### config.mk
export PLATFORM = sky130hd
export DESIGN_NAME = i2c_slv_ctrl_byte_flat
export DESIGN_NICKNAME = d
export VERILOG_FILES = /design/src/rtl/i2c_slv_ctrl_byte_if.sv /design/src/rtl/i2c_slv_ctrl_byte.sv /design/src/flat_wrapper.sv
export SDC_FILE = /design/constraint.sdc
export NUM_CORES = 1
export LEC_CHECK = 0
export CAP_MARGIN = 20
export CORE_MARGIN = 3
export CORE_UTILIZATION = 40
export CTS_BUF_LIST = sky130_fd_sc_hd__clkbuf_8
export CTS_CLUSTER_DIAMETER = 120
export DETAILED_ROUTE_END_ITERATION = 12
export GPL_TIMING_DRIVEN = 1
export PLACE_DENSITY = 0.58
export SKIP_CTS_REPAIR_TIMING = 1
export SYNTH_ARGS = -nofsm -noshare
export SYNTH_HDL_FRONTEND = slang
export SYNTH_SLANG_ARGS = --single-unit
### constraint.sdc
create_clock -name clk -period 3.15 [get_ports clk]
set_input_delay 0.7875 -clock clk [delete_from_list [all_inputs] [get_ports clk]]
set_output_delay 0.7875 -clock clk [all_outputs]
set_load 0.02 [all_outputs]
### src/rtl/i2c_slv_ctrl_byte_if.sv
// Bus bundle between the I2C target byte engine and its surroundings: debouncer strobes,
// line drives, and the user-side receive/transmit byte handshake.
interface i2c_slv_ctrl_byte_if #(
   parameter int unsigned HOLD_W = 32
);
   logic              ena;
   logic [6:0]        slv_addr;
   logic [HOLD_W-1:0] thddat;
   logic              sta_det;
   logic              sto_det;
   logic              scl_rising;
   logic              scl_falling;
   logic              sda_i;
   logic              sda_o;
   logic              scl_o;
   logic              addr_match;
   logic              rw;
   logic [7:0]        rx_data;
   logic              rx_vld;
   logic              rx_full;
   logic              tx_req;
   logic              tx_vld;
   logic [7:0]        tx_data;
   logic              busy;

   // Byte engine side
   modport slave (
      input  ena, slv_addr, thddat, sta_det, sto_det, scl_rising, scl_falling, sda_i,
             rx_full, tx_vld, tx_data,
      output sda_o, scl_o, addr_match, rw, rx_data, rx_vld, tx_req, busy
   );

   // Debouncer / user side
   modport master (
      output ena, slv_addr, thddat, sta_det, sto_det, scl_rising, scl_falling, sda_i,
             rx_full, tx_vld, tx_data,
      input  sda_o, scl_o, addr_match, rw, rx_data, rx_vld, tx_req, busy
   );
endinterface

### src/rtl/i2c_slv_ctrl_byte.sv
// I2C target byte engine: decodes the address phase, ACKs on a match, hands received
// bytes to the user and serialises user bytes on reads, stretching SCL until one is ready.
// Every SDA change is delayed by thddat clocks from the SCL falling strobe that opens its bit.
module i2c_slv_ctrl_byte #(
   parameter int unsigned HOLD_W = 32
) (
   input  logic                  clk,
   input  logic                  rstn,
   i2c_slv_ctrl_byte_if.slave    bus
);

   typedef enum logic [3:0] {
      StIdle, StAddr, StAddrAck, StRx, StRxAck, StTxLoad, StTx, StTxAck, StWaitSto
   } state_e;

   localparam logic [HOLD_W-1:0] HoldOne = HOLD_W'(1);

   state_e            state_q, state_d;
   logic [3:0]        bit_cnt_q, bit_cnt_d;
   logic [6:0]        sr_q, sr_d;
   logic [7:0]        tx_sr_q, tx_sr_d;
   logic [7:0]        rx_data_q, rx_data_d;
   logic              rw_q, rw_d;
   logic              nack_q, nack_d;
   logic              ph_q, ph_d;          // second SCL falling of an ACK bit expected
   logic              loaded_q, loaded_d;  // TX byte taken from the user
   logic              drv_q, drv_d;        // TX bit7 already on SDA
   logic              sda_o_q, sda_o_d;
   logic              sda_nxt_q, sda_nxt_d;
   logic              hold_busy_q, hold_busy_d;
   logic [HOLD_W-1:0] hold_cnt_q, hold_cnt_d;
   logic              addr_match_q, addr_match_d;
   logic              rx_vld_q, rx_vld_d;
   logic              sched, sched_val;
   logic [7:0]        byte_in;

   assign byte_in = {sr_q, bus.sda_i};

   // State register
   always_ff @(posedge clk or negedge rstn) begin
      if (!rstn) state_q <= StIdle;
      else       state_q <= state_d;
   end

   // Datapath registers
   always_ff @(posedge clk or negedge rstn) begin
      if (!rstn) begin
         bit_cnt_q    <= '0;
         sr_q         <= '0;
         tx_sr_q      <= '0;
         rx_data_q    <= '0;
         rw_q         <= 1'b0;
         nack_q       <= 1'b0;
         ph_q         <= 1'b0;
         loaded_q     <= 1'b0;
         drv_q        <= 1'b0;
         sda_o_q      <= 1'b1;
         sda_nxt_q    <= 1'b1;
         hold_busy_q  <= 1'b0;
         hold_cnt_q   <= '0;
         addr_match_q <= 1'b0;
         rx_vld_q     <= 1'b0;
      end else begin
         bit_cnt_q    <= bit_cnt_d;
         sr_q         <= sr_d;
         tx_sr_q      <= tx_sr_d;
         rx_data_q    <= rx_data_d;
         rw_q         <= rw_d;
         nack_q       <= nack_d;
         ph_q         <= ph_d;
         loaded_q     <= loaded_d;
         drv_q        <= drv_d;
         sda_o_q      <= sda_o_d;
         sda_nxt_q    <= sda_nxt_d;
         hold_busy_q  <= hold_busy_d;
         hold_cnt_q   <= hold_cnt_d;
         addr_match_q <= addr_match_d;
         rx_vld_q     <= rx_vld_d;
      end
   end

   // Next state, byte handling and hold-delayed SDA scheduling
   always_comb begin
      state_d      = state_q;
      bit_cnt_d    = bit_cnt_q;
      sr_d         = sr_q;
      tx_sr_d      = tx_sr_q;
      rx_data_d    = rx_data_q;
      rw_d         = rw_q;
      nack_d       = nack_q;
      ph_d         = ph_q;
      loaded_d     = loaded_q;
      drv_d        = drv_q;
      sda_o_d      = sda_o_q;
      sda_nxt_d    = sda_nxt_q;
      hold_busy_d  = hold_busy_q;
      hold_cnt_d   = hold_cnt_q;
      addr_match_d = 1'b0;
      rx_vld_d     = 1'b0;
      sched        = 1'b0;
      sched_val    = 1'b1;

      // A pending SDA change lands when its countdown reaches zero
      if (hold_busy_q) begin
         if (hold_cnt_q == '0) begin
            hold_busy_d = 1'b0;
            sda_o_d     = sda_nxt_q;
         end else begin
            hold_cnt_d = hold_cnt_q - HoldOne;
         end
      end

      if (!bus.ena || bus.sto_det || bus.sta_det) begin
         state_d     = bus.ena && !bus.sto_det ? StAddr : StIdle;
         bit_cnt_d   = '0;
         ph_d        = 1'b0;
         loaded_d    = 1'b0;
         drv_d       = 1'b0;
         sda_o_d     = 1'b1;
         hold_busy_d = 1'b0;
      end else begin
         unique case (state_q)
            StIdle, StWaitSto: ;
            StAddr: if (bus.scl_rising) begin
               sr_d      = byte_in[6:0];
               bit_cnt_d = bit_cnt_q + 4'd1;
               if (bit_cnt_q == 4'd7) begin
                  bit_cnt_d = '0;
                  ph_d      = 1'b0;
                  if (byte_in[7:1] == bus.slv_addr) begin
                     rw_d         = byte_in[0];
                     addr_match_d = 1'b1;
                     state_d      = StAddrAck;
                  end else begin
                     state_d = StWaitSto;
                  end
               end
            end
            StAddrAck: if (bus.scl_falling) begin
               sched = 1'b1;
               if (!ph_q) begin
                  sched_val = 1'b0;
                  ph_d      = 1'b1;
               end else begin
                  ph_d = 1'b0;
                  if (rw_q) begin
                     // ACK stays on SDA until bit7 replaces it; counter times the hold
                     sched_val = sda_nxt_q;
                     loaded_d  = 1'b0;
                     drv_d     = 1'b0;
                     state_d   = StTxLoad;
                  end else begin
                     state_d = StRx;
                  end
               end
            end
            StRx: if (bus.scl_rising) begin
               sr_d      = byte_in[6:0];
               bit_cnt_d = bit_cnt_q + 4'd1;
               if (bit_cnt_q == 4'd7) begin
                  bit_cnt_d = '0;
                  rx_data_d = byte_in;
                  rx_vld_d  = 1'b1;
                  nack_d    = bus.rx_full;
                  ph_d      = 1'b0;
                  state_d   = StRxAck;
               end
            end
            StRxAck: if (bus.scl_falling) begin
               sched = 1'b1;
               if (!ph_q) begin
                  sched_val = nack_q;
                  ph_d      = 1'b1;
               end else begin
                  ph_d    = 1'b0;
                  state_d = nack_q ? StWaitSto : StRx;
               end
            end
            StTxLoad: begin
               if (bus.tx_vld && !loaded_q) begin
                  tx_sr_d  = bus.tx_data;
                  loaded_d = 1'b1;
               end
               if (drv_q) begin
                  bit_cnt_d = '0;
                  state_d   = StTx;
               end else if (loaded_q && (!hold_busy_q || hold_cnt_q == '0)) begin
                  sda_o_d     = tx_sr_q[7];
                  hold_busy_d = 1'b0;
                  drv_d       = 1'b1;
               end
            end
            StTx: if (bus.scl_falling) begin
               sched = 1'b1;
               if (bit_cnt_q == 4'd7) begin
                  bit_cnt_d = '0;
                  ph_d      = 1'b0;
                  state_d   = StTxAck;
               end else begin
                  sched_val = tx_sr_q[6];
                  tx_sr_d   = {tx_sr_q[6:0], 1'b0};
                  bit_cnt_d = bit_cnt_q + 4'd1;
               end
            end
            StTxAck: begin
               if (bus.scl_rising) begin
                  nack_d = bus.sda_i;
                  ph_d   = 1'b1;
               end else if (bus.scl_falling && ph_q) begin
                  ph_d = 1'b0;
                  if (nack_q) begin
                     state_d = StWaitSto;
                  end else begin
                     sched     = 1'b1;
                     sched_val = sda_nxt_q;
                     loaded_d  = 1'b0;
                     drv_d     = 1'b0;
                     state_d   = StTxLoad;
                  end
               end
            end
            default: state_d = StIdle;
         endcase
      end

      // thddat=0 applies the change at once, otherwise count down thddat-1 more clocks
      if (sched) begin
         sda_nxt_d = sched_val;
         if (bus.thddat == '0) begin
            sda_o_d     = sched_val;
            hold_busy_d = 1'b0;
         end else begin
            hold_busy_d = 1'b1;
            hold_cnt_d  = bus.thddat - HoldOne;
         end
      end
   end

   // Outputs; disable releases the lines without waiting for a clock
   always_comb begin
      bus.scl_o      = !(bus.ena && state_q == StTxLoad);
      bus.tx_req     = bus.ena && state_q == StTxLoad && !loaded_q;
      bus.sda_o      = sda_o_q | ~bus.ena;
      bus.busy       = state_q != StIdle;
      bus.addr_match = addr_match_q;
      bus.rw         = rw_q;
      bus.rx_data    = rx_data_q;
      bus.rx_vld     = rx_vld_q;
   end

endmodule

### src/flat_wrapper.sv
// flat-port wrapper written by rule: the top's interface ports become plain ports
module i2c_slv_ctrl_byte_flat 
#(
   parameter int unsigned HOLD_W = 32
)
  (clk, rstn, bus_ena, bus_slv_addr, bus_thddat, bus_sta_det, bus_sto_det, bus_scl_rising, bus_scl_falling, bus_sda_i, bus_rx_full, bus_tx_vld, bus_tx_data, bus_sda_o, bus_scl_o, bus_addr_match, bus_rw, bus_rx_data, bus_rx_vld, bus_tx_req, bus_busy);
  i2c_slv_ctrl_byte_if #(.HOLD_W(HOLD_W)) bus_i ();
  input  logic clk;
  input  logic rstn;
  input wire logic [$bits(bus_i.ena)-1:0] bus_ena;
  input wire logic [$bits(bus_i.slv_addr)-1:0] bus_slv_addr;
  input wire logic [$bits(bus_i.thddat)-1:0] bus_thddat;
  input wire logic [$bits(bus_i.sta_det)-1:0] bus_sta_det;
  input wire logic [$bits(bus_i.sto_det)-1:0] bus_sto_det;
  input wire logic [$bits(bus_i.scl_rising)-1:0] bus_scl_rising;
  input wire logic [$bits(bus_i.scl_falling)-1:0] bus_scl_falling;
  input wire logic [$bits(bus_i.sda_i)-1:0] bus_sda_i;
  input wire logic [$bits(bus_i.rx_full)-1:0] bus_rx_full;
  input wire logic [$bits(bus_i.tx_vld)-1:0] bus_tx_vld;
  input wire logic [$bits(bus_i.tx_data)-1:0] bus_tx_data;
  output wire logic [$bits(bus_i.sda_o)-1:0] bus_sda_o;
  output wire logic [$bits(bus_i.scl_o)-1:0] bus_scl_o;
  output wire logic [$bits(bus_i.addr_match)-1:0] bus_addr_match;
  output wire logic [$bits(bus_i.rw)-1:0] bus_rw;
  output wire logic [$bits(bus_i.rx_data)-1:0] bus_rx_data;
  output wire logic [$bits(bus_i.rx_vld)-1:0] bus_rx_vld;
  output wire logic [$bits(bus_i.tx_req)-1:0] bus_tx_req;
  output wire logic [$bits(bus_i.busy)-1:0] bus_busy;
  assign bus_i.ena = bus_ena;
  assign bus_i.slv_addr = bus_slv_addr;
  assign bus_i.thddat = bus_thddat;
  assign bus_i.sta_det = bus_sta_det;
  assign bus_i.sto_det = bus_sto_det;
  assign bus_i.scl_rising = bus_scl_rising;
  assign bus_i.scl_falling = bus_scl_falling;
  assign bus_i.sda_i = bus_sda_i;
  assign bus_i.rx_full = bus_rx_full;
  assign bus_i.tx_vld = bus_tx_vld;
  assign bus_i.tx_data = bus_tx_data;
  assign bus_sda_o = bus_i.sda_o;
  assign bus_scl_o = bus_i.scl_o;
  assign bus_addr_match = bus_i.addr_match;
  assign bus_rw = bus_i.rw;
  assign bus_rx_data = bus_i.rx_data;
  assign bus_rx_vld = bus_i.rx_vld;
  assign bus_tx_req = bus_i.tx_req;
  assign bus_busy = bus_i.busy;
  i2c_slv_ctrl_byte #(.HOLD_W(HOLD_W)) u_core (.clk(clk), .rstn(rstn), .bus(bus_i));
endmodule
# After elaboration in Yosys (flattened, before gate mapping)
# Cells that the tools add are included.
# totals
wordCells	198
regBits	73
# op_classes
addsub	3
muxes	103
bitwise_logic	3
n_reduce_logical	37
eq_ne	36
# op_table
op	n
32-bit two-way mux	4
4-bit two-way mux	22
32-bit logical NOT	2
1-bit two-way mux	64
32-bit by 1-bit subtractor with 32-bit output (second input constant)	2
3-bit by 1-bit != test with 1-bit output (second input constant)	11
4-bit case mux with 8 select lines	1
8-bit two-way mux	3
4-bit by 3-bit equality test with 1-bit output (second input constant)	5
5-bit AND reduction	4
3-bit by 2-bit != test with 1-bit output (second input constant)	6
8-bit case mux with 2 select lines	1
14-bit AND reduction	1
4-bit case mux with 3 select lines	1
4-bit nonzero test	3
4-bit by 2-bit equality test with 1-bit output (second input constant)	2
2-bit != test (second input constant)	4
1-bit case mux with 4 select lines	2
4-bit AND reduction	2
8-bit AND reduction	1
7-bit equality test	1
7-bit AND reduction	1
1-bit logical AND	6
2-bit by 1-bit != test with 1-bit output (second input constant)	3
other kinds (18)	30

# Depth between registers and ports, before layout
# depth
word_depth	9
mapped_depth	9
depth_no_buf	8

# Worst setup path before layout
# Ideal clock, no wire load.
# synth_path
path_kind	input-to-reg
from	input bus_thddat[18]
to	register u_core.hold_cnt_q[26]
setup_slack_ps	357
path_stages	8
n_path_buf	3
arrival_ps	2714
cell_sequence	or4_4 > or3_1 > buf_6 > nor4_2 > or2_2 > buf_4 > buf_4 > mux2i_1
# synth_via
elab_chain_len	3
# synth_lines
element	line	rtl
start: declaration	flat_wrapper.sv:12	input wire logic [$bits(bus_i.thddat)-1:0] bus_thddat;
32-bit by 1-bit subtractor with 32-bit output / 32-bit logical NOT (equally long branches)	i2c_slv_ctrl_byte.sv:234, i2c_slv_ctrl_byte.sv:229	
32-bit two-way mux *	i2c_slv_ctrl_byte.sv:229	if (bus.thddat == '0) begin
32-bit two-way mux *	i2c_slv_ctrl_byte.sv:227	if (sched) begin
named net u_core.hold_cnt_d[26]	i2c_slv_ctrl_byte.sv:31	logic [HOLD_W-1:0] hold_cnt_q, hold_cnt_d;
end signal: assignment	i2c_slv_ctrl_byte.sv:76	hold_cnt_q <= hold_cnt_d;
end: declaration	i2c_slv_ctrl_byte.sv:31	
# Mark *: on every way through the listed nets, which the timed path passes. The rest lies on a longest branch.
# A chain may end at the register's enable or synchronous reset.

# Worst setup path in the final report
# layout_path
from	input bus_thddat[18]
to	register u_core.hold_cnt_q[11]
# layout_via
elab_chain_len	3
# layout_lines
element	line
32-bit logical NOT	i2c_slv_ctrl_byte.sv:229
32-bit two-way mux	i2c_slv_ctrl_byte.sv:229
32-bit two-way mux	i2c_slv_ctrl_byte.sv:227
named net u_core.hold_cnt_d[11]	i2c_slv_ctrl_byte.sv:31
# The timed path passes the listed nets, and every way through them passes these cells.

==> metrics.csv <==
metric,value,unit
Final Cycle Share,0.960,
CTS Buf Count,9,
# fillers,1114,
asr flop ratio synth,1.00,
first-pass GRT wire length,21.8,mm
I/O Buffers,71,
Comb pwr share,0.112,
row cnt,39,
Clock transition at path regs,0.08,ns
Flop pwr share,0.480,
Final min period,3.02,ns
Slew @ Worst Pin,0.614,ns
Placed Cells incl. Taps,787,
"Net Count, Synth",592,
grt ovf,0,
DR iter-0 viols,356,
Final Core Density,0.546,
vias per cell,5.62,
"Slew Viols, Final",0,
post-route cell area,6340,um^2
Syn Std Cell Area,4820,um^2
# setup viols final,0,
Nets,718,
leakage,2.51,nW
Clock Tree Root,clkbuf_8,
share of the synthesized area in the top cell type,0.369,
startpoint type of the worst setup path,primary input,
Overall Power,1.99,mW
Sw Ratio,0.238,
Internal Power,1.52,mW
Clk pwr share,0.409,
Final HPWL DP,9.84,mm
CORE AREA,11600,um^2
dominant cells by area after synthesis,"dfrtp_1, xnor2_1, mux2_2, nor2_1, mux2i_1",
RSZ-0062 raised after global routing,false,
Post-synth EDFFs,0,
top_reg_cell synth,dfrtp_1,
"Req. time, crit path",3.39,ns
# Max-Cap Violations,0,
Reg2Reg Depth,7,
sequential area share after synthesis,0.380,
fraction of layout instances using a drive strength above 1,0.180,
VDD IR max,0.194,mV
worst-skew pair later-pin latency,0.35,ns
Seq cells post-synth,73,
"commonest non-fill, non-tap cell in the layout",dfrtp_1,
final hold vios,0,
worst min-delay path class,primary input to async pin,
Wirelength per Cell,16.3,um
Ports,72,
highest metal used,met4,
CP max FO,15,
register area,1830,um^2
# diodes,0,
Synth Instances,530,
Worst Path Arrival,3.26,ns
synth warn,0,
Worst Slack Setup Final,0.125,ns
CP Capture Type,flip-flop,
Final Non-Filler Cells,804,
result of the run,"finished, final reports clean",
met3 wire len,710,um
pre-CTS setup slack,-0.272,ns
Multi-input gate area,2860,um^2
DRT met1 WL,6.14,mm
RePlAce Congestion,0.915,
Sw Pwr,0.474,mW
Synth cell types,64,
most frequent cells in the layout,"dfrtp_1, clkdlybuf4s50_1, buf_4",
initial antenna violation count,0,
die area,13400,um^2
initial core utilization,0.415,
Fmax achieved,0.331,GHz
DRT Pass-1 Iters,7,
Bufs on Longest Clock Path,2,
max_slew headroom,0.587,
vias in the first global route,4434,
routed via count,4522,
largest net degree at the start of global routing,74,
Layout area overhead,31.5,%
GRT Util Overall,0.205,
final wirelength,13.1,mm
CTS H-tree lvls,3,
Met2 Wirelength,5.98,mm
Die H,116,um
DRC Markers,0,
Pwr Density,314,nW/um^2
clock tree from TritonCTS,built,
syn_area_per_cell,9.09,um^2
critical path class,primary input to flip-flop,
post-route ant nets,0,
Synth area leader,dfrtp_1,
Area after DPL,6110,um^2
Sinks on Clock Net,73,
Final Skew,0.00689,ns
die width,116,um
## power groups by stage
stage / combinational (mW) / sequential, mW / clock [mW]
global placement: 0.220 / 0.973 / 0
CTS: 0.225 / 0.955 / 0.842
global route: 0.244 / 0.957 / 0.883
floorplan: 0.0666 / 0.970 / 0
detailed placement: 0.223 / 0.974 / 0
finish: 0.222 / 0.955 / 0.814
## final cells by class
| type | instances | area share |
|---|---|---|
| Multi-Input combinational cell | 428 | 0.452 |
| Sequential cell | 73 | 0.289 |
| Timing Repair Buffer | 135 | 0.192 |
| Tap cell | 143 | 0.0282 |
| Clock buffer | 9 | 0.0195 |
| Clock inverter | 7 | 0.0150 |
| Inverter | 9 | 0.00533 |
## synth_stat cells, types with 3 or more instances
master and count:
a211oi_1 4, a21boi_0 4, a21oi_1 19, a31oi_1 9, and2_1 3, and3_1 6
buf_4 3, clkbuf_1 13, dfrtp_1 71, ha_1 5, inv_1 9, mux2_2 20
mux2i_1 19, nand2_1 36, nand2b_1 9, nand3_1 18, nand4_1 6, nor2_1 54
nor2b_1 7, nor3_1 25, nor3b_1 3, nor4_1 25, o21ai_0 28, o22ai_1 4
o31a_1 3, o41ai_1 4, or2_2 3, or3_1 9, or4_1 6, or4_4 3
xnor2_1 41, xor2_1 16
## metrics by stage
step | TNS (ns) | hold WS (ns)
2_1_floorplan | 0 | 0.464
3_3_place_gp | -4.18 | 0.492
3_5_place_dp | -5.34 | 0.497
4_1_cts | 0 | 0.457
5_1_grt | 0 | 0.476
6_report | 0 | 0.458
## per-layer routing
metal  GRT usage  vias up
li1            -     2203
met1       0.284     2161
met2       0.323      132
met3      0.0371       26
met4      0.0750        0
met5           0        -
## path summary, 6_finish.rpt
path                                             from               endpoint  slack (ns)
worst max-delay path                   bus_thddat[18]  u_core.hold_cnt_q[11]        0.13
worst min-delay path                             rstn  u_core.hold_cnt_q[16]        0.46
worst max register to register  u_core.hold_cnt_q[22]   u_core.hold_cnt_q[2]        0.57
worst min register to register  u_core.bus.rx_data[1]  u_core.bus.rx_data[1]        0.51
max in group asynchronous                        rstn       u_core.sda_nxt_q        2.37
min in group clk                u_core.bus.rx_data[1]  u_core.bus.rx_data[1]        0.51
## kinds of logic (layout without fill, tap and decap cells)
kind of cell	count (synthesis)	count (layout)	synth area share
AND/OR/NAND/NOR	228	228	0.255
AO/OA/AOI/OAI	99	99	0.135
flip-flops	73	73	0.380
XOR/XNOR	57	57	0.104
multiplexers	39	39	0.0862
buffers and inverters	29	160	0.0270
adder cells (fa/ha/maj)	5	5	0.0130
## worst max-delay path: stages
cell,delay (ns)
clkdlybuf4s50_1,0.42
or4_4,0.55
or3_1,0.44
nor4_2,0.40
nor2_2,0.20
buf_6,0.20
buf_4,0.14
nand2_1,0.04
o21ai_0,0.07
## registers in the layout, indices dropped and copies added (netlist names)
signal	count
u_core.nack_q	1
u_core.loaded_q	1
u_core.tx_sr_q	8
u_core.bus.addr_match	1
u_core.ph_q	1
u_core.sr_q	7
u_core.bit_cnt_q	4
u_core.bus.rx_data	8
u_core.bus.rw	1
u_core.hold_cnt_q	32
u_core.bus.rx_vld	1
u_core.state_q	4
u_core.sda_o_q	1
u_core.sda_nxt_q	1
u_core.drv_q	1
u_core.hold_busy_q	1
(Power assumes the default switching activity.)
